File: src/rtl/sort_pkg.sv
// Shared constants, FSM state type and LFSR step function for the sort data loader.
//   DATA_W/ADDR_W : memory word / address widths (DATA_W is tied to the 32-bit LFSR)
//   LFSR_TAPS     : Galois feedback mask, x^32+x^22+x^2+x+1
//   DEFAULT_SEED  : LFSR value after reset and in place of a zero seed
package sort_pkg;

    localparam int unsigned DATA_W       = 32;
    localparam int unsigned ADDR_W       = 10;
    localparam logic [31:0] LFSR_TAPS    = 32'h8020_0003;
    localparam logic [31:0] DEFAULT_SEED = 32'h0000_0001;

    typedef enum logic [1:0] {
        IDLE,
        SEED,
        FILL,
        HANDOFF
    } state_e;

    // One Galois step: shift right, fold the taps back in when a 1 falls out.
    function automatic logic [31:0] lfsr_next(input logic [31:0] s);
        return s[0] ? ((s >> 1) ^ LFSR_TAPS) : (s >> 1);
    endfunction

endpackage

File: src/rtl/sort_data_loader_if.sv
// Sort memory write-port bundle.
//   we   : write enable
//   addr : write address (ADDR_W bits)
//   din  : write data (DATA_W bits)
// master drives the port (the loader), slave is the memory side.
interface sort_data_loader_if;
    import sort_pkg::*;

    logic              we;
    logic [ADDR_W-1:0] addr;
    logic [DATA_W-1:0] din;

    modport master (output we, addr, din);
    modport slave  (input  we, addr, din);

endinterface

File: src/rtl/sort_lfsr.sv
// 32-bit Galois LFSR used as the fill data source.
//   clk, rstn : clock, synchronous active-low reset (resets to DEFAULT_SEED)
//   load_seed : load seed (zero is replaced by DEFAULT_SEED so q never sticks at 0)
//   seed      : new seed value
//   advance   : step the LFSR once
//   q         : current LFSR state
module sort_lfsr
    import sort_pkg::*;
(
    input  logic        clk,
    input  logic        rstn,
    input  logic        load_seed,
    input  logic [31:0] seed,
    input  logic        advance,
    output logic [31:0] q
);

    always_ff @(posedge clk) begin
        if (!rstn) begin
            q <= DEFAULT_SEED;
        end else if (load_seed) begin
            q <= (seed == 32'h0) ? DEFAULT_SEED : seed;
        end else if (advance) begin
            q <= lfsr_next(q);
        end
    end

endmodule

File: src/rtl/sort_data_loader.sv
// Fill stage for the bubble-sort engine: writes 2^ADDR_W LFSR words to the sort
// memory at addresses 0..2^ADDR_W-1, then pulses sort_start and reports a checksum.
//   clk, rstn     : clock, synchronous active-low reset
//   load          : fill request, honoured only while idle
//   seed_valid    : with load, reseed the LFSR from seed_in
//   seed_in       : new LFSR seed
//   mem           : memory write port (master side)
//   busy          : fill in progress (cycle after accepted load until sort_start)
//   sort_start    : one-cycle pulse when the fill is complete
//   load_done     : sticky completion flag, cleared by the next accepted load
//   checksum      : mod-2^32 sum of the words written in the last fill
//   words_written : writes issued in the current or last fill
module sort_data_loader
    import sort_pkg::*;
(
    input  logic                       clk,
    input  logic                       rstn,
    input  logic                       load,
    input  logic                       seed_valid,
    input  logic [31:0]                seed_in,
    sort_data_loader_if.master         mem,
    output logic                       busy,
    output logic                       sort_start,
    output logic                       load_done,
    output logic [31:0]                checksum,
    output logic [ADDR_W:0]            words_written
);

    localparam logic [ADDR_W-1:0] CNT_LAST = '1;

    state_e            state_q, state_d;
    logic [ADDR_W-1:0] cnt_q, cnt_d;
    logic              mem_we_q, mem_we_d;
    logic [ADDR_W-1:0] mem_addr_q, mem_addr_d;
    logic [DATA_W-1:0] mem_din_q, mem_din_d;
    logic              busy_q, busy_d;
    logic              sort_start_q, sort_start_d;
    logic              load_done_q, load_done_d;
    logic [31:0]       checksum_q, checksum_d;
    logic [ADDR_W:0]   words_q, words_d;

    logic              load_seed;
    logic              advance;
    logic [31:0]       lfsr_q;

    sort_lfsr u_lfsr (
        .clk       (clk),
        .rstn      (rstn),
        .load_seed (load_seed),
        .seed      (seed_in),
        .advance   (advance),
        .q         (lfsr_q)
    );

    always_comb begin
        state_d      = state_q;
        cnt_d        = cnt_q;
        mem_we_d     = 1'b0;
        mem_addr_d   = mem_addr_q;
        mem_din_d    = mem_din_q;
        busy_d       = busy_q;
        sort_start_d = 1'b0;
        load_done_d  = load_done_q;
        checksum_d   = checksum_q;
        words_d      = words_q;
        load_seed    = 1'b0;
        advance      = 1'b0;

        unique case (state_q)
            IDLE: begin
                if (load) begin
                    // Without seed_valid the LFSR carries on from the previous fill.
                    load_seed   = seed_valid;
                    busy_d      = 1'b1;
                    load_done_d = 1'b0;
                    state_d     = SEED;
                end
            end
            SEED: begin
                checksum_d = '0;
                words_d    = '0;
                cnt_d      = '0;
                state_d    = FILL;
            end
            FILL: begin
                mem_we_d   = 1'b1;
                mem_addr_d = cnt_q;
                mem_din_d  = lfsr_q;
                checksum_d = checksum_q + lfsr_q;
                words_d    = words_q + 1'b1;
                advance    = 1'b1;
                cnt_d      = cnt_q + 1'b1;
                if (cnt_q == CNT_LAST) begin
                    state_d = HANDOFF;
                end
            end
            HANDOFF: begin
                sort_start_d = 1'b1;
                load_done_d  = 1'b1;
                busy_d       = 1'b0;
                state_d      = IDLE;
            end
            default: state_d = IDLE;
        endcase
    end

    always_ff @(posedge clk) begin
        if (!rstn) begin
            state_q      <= IDLE;
            cnt_q        <= '0;
            mem_we_q     <= 1'b0;
            mem_addr_q   <= '0;
            mem_din_q    <= '0;
            busy_q       <= 1'b0;
            sort_start_q <= 1'b0;
            load_done_q  <= 1'b0;
            checksum_q   <= '0;
            words_q      <= '0;
        end else begin
            state_q      <= state_d;
            cnt_q        <= cnt_d;
            mem_we_q     <= mem_we_d;
            mem_addr_q   <= mem_addr_d;
            mem_din_q    <= mem_din_d;
            busy_q       <= busy_d;
            sort_start_q <= sort_start_d;
            load_done_q  <= load_done_d;
            checksum_q   <= checksum_d;
            words_q      <= words_d;
        end
    end

    assign mem.we        = mem_we_q;
    assign mem.addr      = mem_addr_q;
    assign mem.din       = mem_din_q;
    assign busy          = busy_q;
    assign sort_start    = sort_start_q;
    assign load_done     = load_done_q;
    assign checksum      = checksum_q;
    assign words_written = words_q;

endmodule

File: src/flat_wrapper.sv
// flat-port wrapper written by rule: the top's interface ports become plain ports
module sort_data_loader_flat import sort_pkg::*;
  (clk, rstn, load, seed_valid, seed_in, busy, sort_start, load_done, checksum, words_written, mem_we, mem_addr, mem_din);
  sort_data_loader_if mem_i ();
  input  logic clk;
  input  logic rstn;
  input  logic load;
  input  logic seed_valid;
  input  logic [31:0] seed_in;
  output logic busy;
  output logic sort_start;
  output logic load_done;
  output logic [31:0] checksum;
  output logic [ADDR_W:0] words_written;
  output wire logic [$bits(mem_i.we)-1:0] mem_we;
  output wire logic [$bits(mem_i.addr)-1:0] mem_addr;
  output wire logic [$bits(mem_i.din)-1:0] mem_din;
  assign mem_we = mem_i.we;
  assign mem_addr = mem_i.addr;
  assign mem_din = mem_i.din;
  sort_data_loader u_core (.clk(clk), .rstn(rstn), .load(load), .seed_valid(seed_valid), .seed_in(seed_in), .mem(mem_i), .busy(busy), .sort_start(sort_start), .load_done(load_done), .checksum(checksum), .words_written(words_written));
endmodule
File: config.mk
export PLATFORM = sky130hd
export DESIGN_NAME = sort_data_loader_flat
export DESIGN_NICKNAME = d
export VERILOG_FILES = /design/src/rtl/sort_pkg.sv /design/src/rtl/sort_data_loader_if.sv /design/src/rtl/sort_lfsr.sv /design/src/rtl/sort_data_loader.sv /design/src/flat_wrapper.sv
export SDC_FILE = /design/constraint.sdc
export NUM_CORES = 1
export LEC_CHECK = 0
export ABC_AREA = 1
export BUFFER_PORTS_ARGS = -buffer_cell sky130_fd_sc_hd__buf_2
export CAP_MARGIN = 10
export CELL_PAD_IN_SITES_DETAIL_PLACEMENT = 1
export CELL_PAD_IN_SITES_GLOBAL_PLACEMENT = 2
export CORE_MARGIN = 1
export CORE_UTILIZATION = 34
export CTS_BUF_LIST = sky130_fd_sc_hd__clkbuf_4 sky130_fd_sc_hd__clkbuf_8
export CTS_CLUSTER_DIAMETER = 30
export CTS_CLUSTER_SIZE = 20
export DETAILED_ROUTE_END_ITERATION = 7
export PLACE_DENSITY_LB_ADDON = 0.1
export SYNTH_ARGS = -nofsm -noshare
export SYNTH_HDL_FRONTEND = slang
export SYNTH_SLANG_ARGS = --single-unit
File: constraint.sdc
create_clock -name clk -period 4.7 [get_ports clk]
set_clock_uncertainty 0.1 [all_clocks]
set_input_delay 0.235 -clock clk [delete_from_list [all_inputs] [get_ports clk]]
set_output_delay 0.235 -clock clk [all_outputs]
set_load 0.02 [all_outputs]
Word-level counts from Yosys, hierarchy flattened
Index checks and enable logic that the tools add are counted.
{ "word_totals": {"register_bits": 133, "output_inout_bits": 89} }
{ "classes": {"add_sub_neg": 3, "eq_ne": 6, "mux": 18, "n_bitwise": 1, "n_reduce_logical": 7} }
{ "op_table": {"columns": ["op", "count"], "rows": [
  ["2-to-1 mux 32 bit", 4],
  ["one-hot mux 32 bit (2 select lines)", 1],
  ["adder 32 bit", 1],
  ["zero test 32 bit", 1],
  ["one-hot mux 11 bit (2 select lines)", 1],
  ["one-hot mux 10 bit (2 select lines)", 1],
  ["adder 11 x 1 -> 11 bit, second input constant", 1],
  ["adder 10 x 1 -> 10 bit, second input constant", 1],
  ["== test 10 bit, second input constant", 1],
  ["one-hot mux 2 bit (4 select lines)", 1],
  ["2-to-1 mux 1 bit", 6],
  ["nonzero test 2 bit", 3],
  ["== test 2 bit, second input constant", 2],
  ["2-to-1 mux 2 bit", 2],
  ["NOT 3 -> 4 bit", 1],
  ["one-hot mux 1 bit (2 select lines)", 2],
  ["AND reduction 2 bit", 2],
  ["== test 2 x 1 -> 1 bit, second input constant", 1],
  ["zero test 2 bit", 1],
  ["inequality test 2 x 1 -> 1 bit, second input constant", 1],
  ["inequality test 2 bit, second input constant", 1]
]} }

Logic depth before layout (Yosys ltp)
Gate-level depths: netlist of run 1.
{ "logic_depth": {"depth_word": 4, "depth_mapped": 14, "ltp_nobuf": 14} }

Hierarchy
Synthesis of run 1 repeated with hierarchy kept, for this count alone.
{ "hier_totals": {"hier_cells": 1177, "hier_area_um2": 7611.0} }
{ "by_module_without_submodules": {"columns": ["mod", "n_inst", "cells_each", "area_each_um2", "seq_area_each_um2"], "rows": [
  ["sort_data_loader", 1, 958, 6049.6, 2021.9],
  ["sort_lfsr", 1, 219, 1561.5, 640.6]
]} }

Least setup slack after synthesis of run 1
No wires, ideal clock.
{ "synth_timing": {"path_type": "register to register", "startpoint": "register u_core.checksum_q[0], in the netlist u_core.checksum[0]", "endpoint": "register u_core.checksum_q[28], in the netlist u_core.checksum[28]", "setup_time_ns": 0.113, "arrival_time_ns": 1.769, "path_slack_ns": 2.717, "path_stages_with_launch": 14, "path_buffers": 0, "path_cell_list": "dfxtp_1 > ha_1 > inv_1 > fa_1 > inv_1 > nand3_1 > nand3_1 > nand3_1 > nand3_2 > nand2_1 > nand2_1 > nand2_1 > nand3_1 > nand2_1"} }
{ "synth_via": {"elab_chain_cells": 2} }
{ "synth_lines": {"columns": ["item", "line", "text"], "rows": [
  ["from (decl)", "sort_data_loader.sv:39", "logic [31:0] checksum_q, checksum_d;"],
  ["from (signal assigned)", "sort_data_loader.sv:128", "checksum_q <= checksum_d;"],
  ["adder 32 bit", "sort_data_loader.sv:89", "checksum_d = checksum_q + lfsr_q;"],
  ["one-hot mux 32 bit (2 select lines)", "sort_data_loader.sv:69", "unique case (state_q)"]
]} }
No other way between the ends.
A chain may end at the register's enable or synchronous reset.

Worst setup path in the final report of run 1
{ "layout_timing": {"startpoint": "register u_core.state_q[0]", "endpoint": "register u_core.u_lfsr.q[21]"} }
{ "layout_via": {"elab_chain_cells": 3, "elab_cells_between_ends": 6, "cone_classes": "1 x eq/ne; 3 x mux; 2 x reduce/logical"} }
{ "layout_lines": {"columns": ["item", "line", "text"], "rows": [
  ["from (decl)", "sort_data_loader.sv:31", "state_e state_q, state_d;"],
  ["from (signal assigned)", "sort_data_loader.sv:120", "state_q <= state_d;"],
  ["== test 2 bit", "sort_data_loader.sv:69", null],
  ["2-to-1 mux 1 bit", "sort_data_loader.sv:69", null],
  ["via u_core.advance", "sort_data_loader.sv:43", "logic advance;"],
  ["nonzero test 2 bit (no line)", null, null],
  ["to (signal assigned)", "sort_lfsr.sv:22", "q <= (seed == 32'h0) ? DEFAULT_SEED : seed;"],
  ["to (signal assigned)", "sort_lfsr.sv:24", "q <= lfsr_next(q);"],
  ["to (decl)", "sort_lfsr.sv:15", "output logic [31:0] q"]
]} }
The timed path passes the listed nets, and every way through them passes these cells.

==> summary.txt, run 1 <==
Route
  • Detailed-router iteration count before antenna repair: 4
  • Vias per std cell: 4.77
  • Count of vias placed by the detailed router: 7,534
  • Wire length reported by the detailed router: 25,500 µm
  • Drt drc: 0
  • Antenna Nets Post-Route: 0
  • DRC violation total after the first TritonRoute iteration: 377
  • Wire length per cell: 16.1 µm

Yosys
  • Largest area contributor in the synthesized netlist: sky130_fd_sc_hd__dfxtp_1
  • Synthesized netlist cell count: 1,146
  • Mean instance size in the synthesized netlist: 6.50 µm²
  • Total of warnings raised by yosys: 0
  • Area share of the largest cell type after synthesis: 0.358
  • Most used flip-flop cell after synthesis: sky130_fd_sc_hd__dfxtp_1
  • Share of synthesized flip-flops with an asynchronous set or reset: 0
  • Number of flops mapped to enable cells by yosys: 0
  • Flops & latches, synth: 133
  • Post-synthesis sequential area ratio: 0.358
  • Post-synthesis cell type count: 49
  • Leading post-synthesis cells by cell area: sky130_fd_sc_hd__dfxtp_1, sky130_fd_sc_hd__nand2_1, sky130_fd_sc_hd__inv_1
  • Post-synthesis instance area: 0.00745 mm²
  • Total nets after synthesis: 1,219

Pwr
  • Leakage dissipation: 4.60 nW
  • Total power divided by cell area: 399 mW/mm²
  • Maximum vdd ir drop: 0.379 mV

Worst setup path
  • Crit-path cells: inv_1, ha_2, buf_4, inv_2, nand2_1, o21ai_0, a21oi_1, o21ai_0, inv_1
  • Capturing element type of the critical path: register
  • Kind of launch point of the worst setup path: register
  • CP arrival: 2940 ps
  • Required @ worst endpoint: 4960 ps
  • Gate family responsible for the most delay along the worst path: buffers and inverters
  • Critical path type: register to register
  • Slowest Stage Delay on Critical Path: 830 ps
  • Critical path peak fanout: 61
  • Highest-delay cell along the critical path: sky130_fd_sc_hd__inv_2
  • Buffers & Inverters on Critical Path: 4

Die
  • Die Wd: 150 µm
  • Area inside the core boundary: 0.0212 mm²
  • I/O pin count: 125
  • Overall die area: 0.0225 mm²
  • Die boundary height: 150 µm
  • Number of rows created at floorplan: 53
  • Effective utilization at floorplan: 0.351

Status
  • Outcome: completed

Cells and area
  • Antenna diode count: 0
  • Post-route design area: 0.00898 mm²
  • Area Overhead vs Synth: 20.7%
  • Number of filler cells placed in the layout: 2,846
  • Final standard cell count with taps included and fillers excluded: 1,580
  • Fraction of layout cells with a size suffix above 1: 0.151
  • Nets: 1,365

Placed design
  • Final RePlAce weighted congestion: 0.808
  • Total instance count after detailed placement: 1,517
  • DP Worst Slack: 2010 ps
  • Placed standard-cell area: 0.00831 mm²
  • I/O Buffers: 124
  • Detailed-placement wirelength estimate: 19,300 µm

GRT
  • Antenna violations before repair: 0
  • Vias in the first global route: 7,534
  • Global-route wire length before repair: 40,300 µm
  • Final global-route overflow total: 0
  • Total Routing Usage GR: 0.234
  • Pin count of the biggest net entering global routing: 63

Timing
  • Highest clock rate: 372 MHz
  • Worst slew margin relative to its limit: 0.286
  • Accumulated negative setup slack: 0 ps
  • RSZ-0062 raised after global routing: false
  • Slew @ Worst Pin: 1070 ps
  • Final Worst Setup Slack: 2010 ps
  • Minimum clock period after layout: 2690 ps
  • Number of failing setup endpoints in the final timing report: 0
  • Final number of max-transition violations: 0
  • Period Utilization, post-route: 0.571
  • Final hold violation count: 0

CTS
  • Cell at the root of the clock tree: sky130_fd_sc_hd__clkbuf_8
  • Htree depth: 4
  • CTS tree: built
  • Later-pin clock latency in the skew report: 470 ps
  • Number of buffers inserted during clock tree synthesis: 17
  • Number of setup buffers added after CTS: 0
  • Clk slew on worst S/H paths: 90 ps
  • Number of sinks on the clock net: 133
  • Maximum clock insertion buffer count: 2

Hold path
  • Hold Path Class: input port to register

Job
  • Maximum capacitance violations: 0
[power breakdown]
group	total [mW]	internal [mW]	leakage (nW)	switching, mW
Clock	0.940	0.387	0.175	0.554
Combinational	1.21	0.364	3.35	0.842
Sequential	1.44	1.29	1.08	0.151
Total	3.58	2.04	4.60	1.55
[logic make-up after synthesis]
family,share of synthesized area
AOI/OAI and AO/OA,0.129
buffers and inverters,0.102
adders and majority gates,0.0632
and+or+nand+nor,0.345
xor gates and xnor gates,0.00353
DFF,0.358
[layout by cell type (no fill, tap or decap), types with 2 or more instances in the layout]
cell                              n
sky130_fd_sc_hd__nor3_1          15
sky130_fd_sc_hd__xor2_1           3
sky130_fd_sc_hd__nor2_2           6
sky130_fd_sc_hd__or2_1            2
sky130_fd_sc_hd__nor4_1           2
sky130_fd_sc_hd__nand2_1        416
sky130_fd_sc_hd__ha_1            35
sky130_fd_sc_hd__dlygate4sd3_1   31
sky130_fd_sc_hd__nor2_4           4
sky130_fd_sc_hd__a311oi_1        27
sky130_fd_sc_hd__clkbuf_8        17
sky130_fd_sc_hd__a211oi_1         2
sky130_fd_sc_hd__buf_2          124
sky130_fd_sc_hd__a31oi_1          2
sky130_fd_sc_hd__inv_6            6
sky130_fd_sc_hd__or2_2            2
sky130_fd_sc_hd__inv_1          158
sky130_fd_sc_hd__inv_2            5
sky130_fd_sc_hd__nor2_1          91
sky130_fd_sc_hd__inv_8            2
sky130_fd_sc_hd__or2_0            2
sky130_fd_sc_hd__o21ai_0         31
sky130_fd_sc_hd__nand4_1          4
sky130_fd_sc_hd__clkinvlp_4       4
sky130_fd_sc_hd__nand3_2          6
sky130_fd_sc_hd__o21bai_1         4
sky130_fd_sc_hd__dfxtp_1        133
sky130_fd_sc_hd__o21ai_1          3
sky130_fd_sc_hd__a32o_1           2
sky130_fd_sc_hd__nand3_1         46
sky130_fd_sc_hd__nand3b_1         3
sky130_fd_sc_hd__a21oi_1         82
sky130_fd_sc_hd__and2_1           2
sky130_fd_sc_hd__nand2_2          7
sky130_fd_sc_hd__buf_4            6
[worst reg2reg max path, stage by stage (launching register included)]
cell                      delay [ps]
sky130_fd_sc_hd__dfxtp_1         340
sky130_fd_sc_hd__inv_1            80
sky130_fd_sc_hd__ha_2            300
sky130_fd_sc_hd__buf_4           320
sky130_fd_sc_hd__inv_2           850
sky130_fd_sc_hd__nand2_1         180
sky130_fd_sc_hd__o21ai_0         200
sky130_fd_sc_hd__a21oi_1          60
sky130_fd_sc_hd__o21ai_0          80
sky130_fd_sc_hd__inv_1            70
[timing repair]
item | in CTS | in global routing
resized for setup | 0 | 0
hold buffers | 31 | 0
endpoints found under the hold margin | 32 | 0
[stage by stage]
step / hold WS (ps) / utilization / power [mW]
2_1_floorplan: 251 / - / 2.25
3_3_place_gp: 345 / 0.392 / 2.64
3_5_place_dp: 353 / 0.392 / 2.66
4_1_cts: 10.0 / 0.423 / 3.63
5_1_grt: 30.2 / 0.423 / 3.81
6_report: 20.7 / 0.423 / 3.58
[state kept, by name, indices dropped and copies added, names as in the netlist]
name,count
u_core.cnt_q,10
u_core.sort_start,1
u_core.busy,1
u_core.mem.din,32
u_core.u_lfsr.q,32
u_core.mem.we,1
u_core.mem.addr,10
u_core.state_q,2
u_core.words_written,11
u_core.load_done,1
u_core.checksum,32
[cells in the mapped netlist (7+ instances only)]
cell,count
sky130_fd_sc_hd__nor3_1,15
sky130_fd_sc_hd__nand2_1,416
sky130_fd_sc_hd__inv_1,158
sky130_fd_sc_hd__ha_1,36
sky130_fd_sc_hd__o21ai_0,31
sky130_fd_sc_hd__nand2_2,7
sky130_fd_sc_hd__a311oi_1,27
sky130_fd_sc_hd__nand3_1,47
sky130_fd_sc_hd__clkbuf_1,21
sky130_fd_sc_hd__nor2_1,91
sky130_fd_sc_hd__buf_2,11
sky130_fd_sc_hd__a21oi_1,82
sky130_fd_sc_hd__dfxtp_1,133
[path summary, 6_finish.rpt]
check	start	endpoint	slack, ps	depth (start not counted)
min	seed_in[3]	u_core.u_lfsr.q[3]$_SDFFE_PN0P_	20	3
min reg2reg	u_core.words_written[8]$_SDFFE_PN0P_	u_core.words_written[8]$_SDFFE_PN0P_	360	2
max	u_core.state_q[0]$_SDFFE_PN0P_	u_core.u_lfsr.q[21]$_SDFFE_PN0P_	2010	9
max reg2reg	u_core.state_q[0]$_SDFFE_PN0P_	u_core.u_lfsr.q[21]$_SDFFE_PN0P_	2010	9
[metal layers]
layer  vias to the layer above  routed length, µm  global-route usage
met5                         -                  0                   0
met2                       131              11300               0.378
met1                      3455              13000               0.328
li1                       3931                  -                   -
met3                        17                858              0.0268
met4                         0                273              0.0616
[final cells by class]
type,count,area [µm²],share of cell area
clock buffer,18,241,0.0269
clock inverter,14,119,0.0132
inverter,163,612,0.0681
multi-input combinational,816,4030,0.449
sequential,133,2660,0.296
tap,275,344,0.0383
timing repair buffer,161,976,0.109
Note: power is estimated with default switching activity, not from simulation.
==> run 2, diff against run 1 <==
--- a/config.mk
+++ b/config.mk
@@ -11,7 +11,7 @@
 export CELL_PAD_IN_SITES_DETAIL_PLACEMENT = 1
 export CELL_PAD_IN_SITES_GLOBAL_PLACEMENT = 2
 export CORE_MARGIN = 1
-export CORE_UTILIZATION = 34
+export CORE_UTILIZATION = 28
 export CTS_BUF_LIST = sky130_fd_sc_hd__clkbuf_4 sky130_fd_sc_hd__clkbuf_8
 export CTS_CLUSTER_DIAMETER = 30
 export CTS_CLUSTER_SIZE = 20
==> constraint.sdc (replaced) <==
create_clock -name clk -period 2.2 [get_ports clk]
set_clock_uncertainty 0.1 [all_clocks]
set_input_delay 0.11 -clock clk [delete_from_list [all_inputs] [get_ports clk]]
set_output_delay 0.11 -clock clk [all_outputs]
set_load 0.02 [all_outputs]
==> summary.txt, run 2 (synthesis gave the netlist of run 1 again) <==
Status
  • Outcome: completed

GRT
  • Final global-route overflow total: 0
  • Antenna violations before repair: 0
  • Global-route wire length before repair: 42,300 µm
  • Pin count of the biggest net entering global routing: 39
  • Total Routing Usage GR: 0.204
  • Vias in the first global route: 7,706

Pwr
  • Leakage dissipation: 4.77 nW
  • Total power divided by cell area: 863 mW/mm²
  • Maximum vdd ir drop: 0.389 mV
  • Tot Pwr: 8.10 mW

Placed design
  • Final RePlAce weighted congestion: 0.803
  • I/O Buffers: 124
  • Placed standard-cell area: 0.00861 mm²
  • DP Worst Slack: 72.9 ps
  • Detailed-placement wirelength estimate: 21,300 µm

Cells and area
  • Antenna diode count: 0
  • Post-route design area: 0.00938 mm²
  • Area Overhead vs Synth: 26.0%
  • Fraction of layout cells with a size suffix above 1: 0.173
  • Commonest cells after routing, fill and taps aside: sky130_fd_sc_hd__nand2_1, sky130_fd_sc_hd__inv_1, sky130_fd_sc_hd__dfxtp_1, sky130_fd_sc_hd__buf_2, sky130_fd_sc_hd__nor2_1
  • Nets: 1,394
  • Most frequent standard cell in the layout excluding fill and tap cells: sky130_fd_sc_hd__nand2_1
  • Number of filler cells placed in the layout: 3,383

Route
  • Vias per std cell: 4.64
  • Drt drc: 0
  • Wire length per cell: 16.3 µm
  • Detailed-router iteration count before antenna repair: 4
  • Wire length reported by the detailed router: 27,200 µm
  • Antenna Nets Post-Route: 0
  • DRC violation total after the first TritonRoute iteration: 307
  • Count of vias placed by the detailed router: 7,745

Timing
  • Worst slew margin relative to its limit: 0.578
  • Final hold violation count: 0
  • Final Worst Setup Slack: 22.1 ps
  • Minimum clock period after layout: 2180 ps
  • Period Utilization, post-route: 0.990
  • Number of failing setup endpoints in the final timing report: 0
  • Slew @ Worst Pin: 632 ps
  • Final number of max-transition violations: 0
  • Highest clock rate: 459 MHz
  • Post-route worst hold slack: 150 ps
  • RSZ-0062 raised after global routing: false
  • Accumulated negative setup slack: 0 ps

Die
  • Die boundary height: 165 µm
  • I/O pin count: 125
  • Die Wd: 165 µm
  • Effective utilization at floorplan: 0.286
  • Overall die area: 0.0272 mm²
  • Number of rows created at floorplan: 59
  • Area inside the core boundary: 0.0261 mm²

Hold path
  • Hold Path Class: input port to register

CTS
  • CTS tree: built
  • Clk slew on worst S/H paths: 100 ps
  • Maximum clock insertion buffer count: 2
  • Number of setup buffers added after CTS: 0
  • Number of sinks on the clock net: 133
  • Later-pin clock latency in the skew report: 460 ps
  • Htree depth: 4
  • Number of buffers inserted during clock tree synthesis: 17
  • Cell at the root of the clock tree: sky130_fd_sc_hd__clkbuf_8

Worst setup path
  • Critical path type: input port to register
  • CP arrival: 2460 ps
  • Kind of launch point of the worst setup path: input port
  • Critical path peak fanout: 2
  • Capturing element type of the critical path: register
  • Required @ worst endpoint: 2490 ps

Job
  • Maximum capacitance violations: 0
run 2: cell types whose count changed in the layout (fill, tap and decap cells not counted), moves of 2 or more:
| cell | before | now |
|---|---|---|
| sky130_fd_sc_hd__buf_12 | 0 | 3 |
| sky130_fd_sc_hd__nand2_1 | 416 | 413 |
| sky130_fd_sc_hd__dlygate4sd3_1 | 31 | 36 |
| sky130_fd_sc_hd__buf_4 | 6 | 27 |
| sky130_fd_sc_hd__nor2_1 | 91 | 89 |
| sky130_fd_sc_hd__clkinv_4 | 1 | 3 |
| sky130_fd_sc_hd__nand2_2 | 7 | 10 |
run 2: final timing paths:
| path | from | endpoint | slack (ps) | cells past startpoint |
|---|---|---|---|---|
| setup / recovery | seed_in[25] | u_core.u_lfsr.q[0]$_SDFFE_PN1P_ | 20 | 9 |
| hold / removal | seed_valid | u_core.u_lfsr.q[23]$_SDFFE_PN0P_ | 150 | 4 |
| setup reg to reg | u_core.u_lfsr.q[2]$_SDFFE_PN0P_ | u_core.checksum[13]$_SDFFE_PN0P_ | 190 | 9 |
| hold reg to reg | u_core.words_written[8]$_SDFFE_PN0P_ | u_core.words_written[8]$_SDFFE_PN0P_ | 360 | 2 |
run 2: cell type report:
class                   count  area, µm²  share of cell area
clock buffers              17        234              0.0249
well taps                 335        419              0.0447
flip-flops and latches    133       2660               0.284
inverters                 163        612              0.0652
multi-input cells         816       4060               0.433
clock inverters            14        145              0.0155
repair buffers            190       1240               0.133
run 2: power breakdown:
part	leakage (nW)	internal, mW	switching [mW]	total, mW
Sequential	1.08	2.75	0.300	3.05
Combinational	3.51	1.00	1.93	2.93
Clock	0.184	0.925	1.19	2.12
run 2: per-layer routing:
metal | share of wire | track usage
met5 | 0 | 0
met4 | 0.011 | 0.0525
met3 | 0.031 | 0.0302
met2 | 0.45 | 0.331
met1 | 0.51 | 0.281
run 2: what timing repair did:
item,in CTS,in global routing
endpoints found under the setup margin,0,16
hold endpoints to repair,41,0
hold buffers,36,0
resized for setup,0,11
run 2: stage by stage:
step	util	cells
after global placement	0.330	1601
after detailed placement	0.330	1601
final	0.360	1668
after floorplan	-	1146
after global routing	0.360	1668
after CTS	0.359	1668
run 2: critical path, cell delays in order:
cell and delay, ps:
sky130_fd_sc_hd__dlygate4sd3_1 540, sky130_fd_sc_hd__buf_2 140, sky130_fd_sc_hd__nor3_1 140, sky130_fd_sc_hd__nor3b_1 550
sky130_fd_sc_hd__nand3_1 140, sky130_fd_sc_hd__o21bai_1 150, sky130_fd_sc_hd__dlygate4sd3_1 570, sky130_fd_sc_hd__nand2_1 50
sky130_fd_sc_hd__nand3_1 60
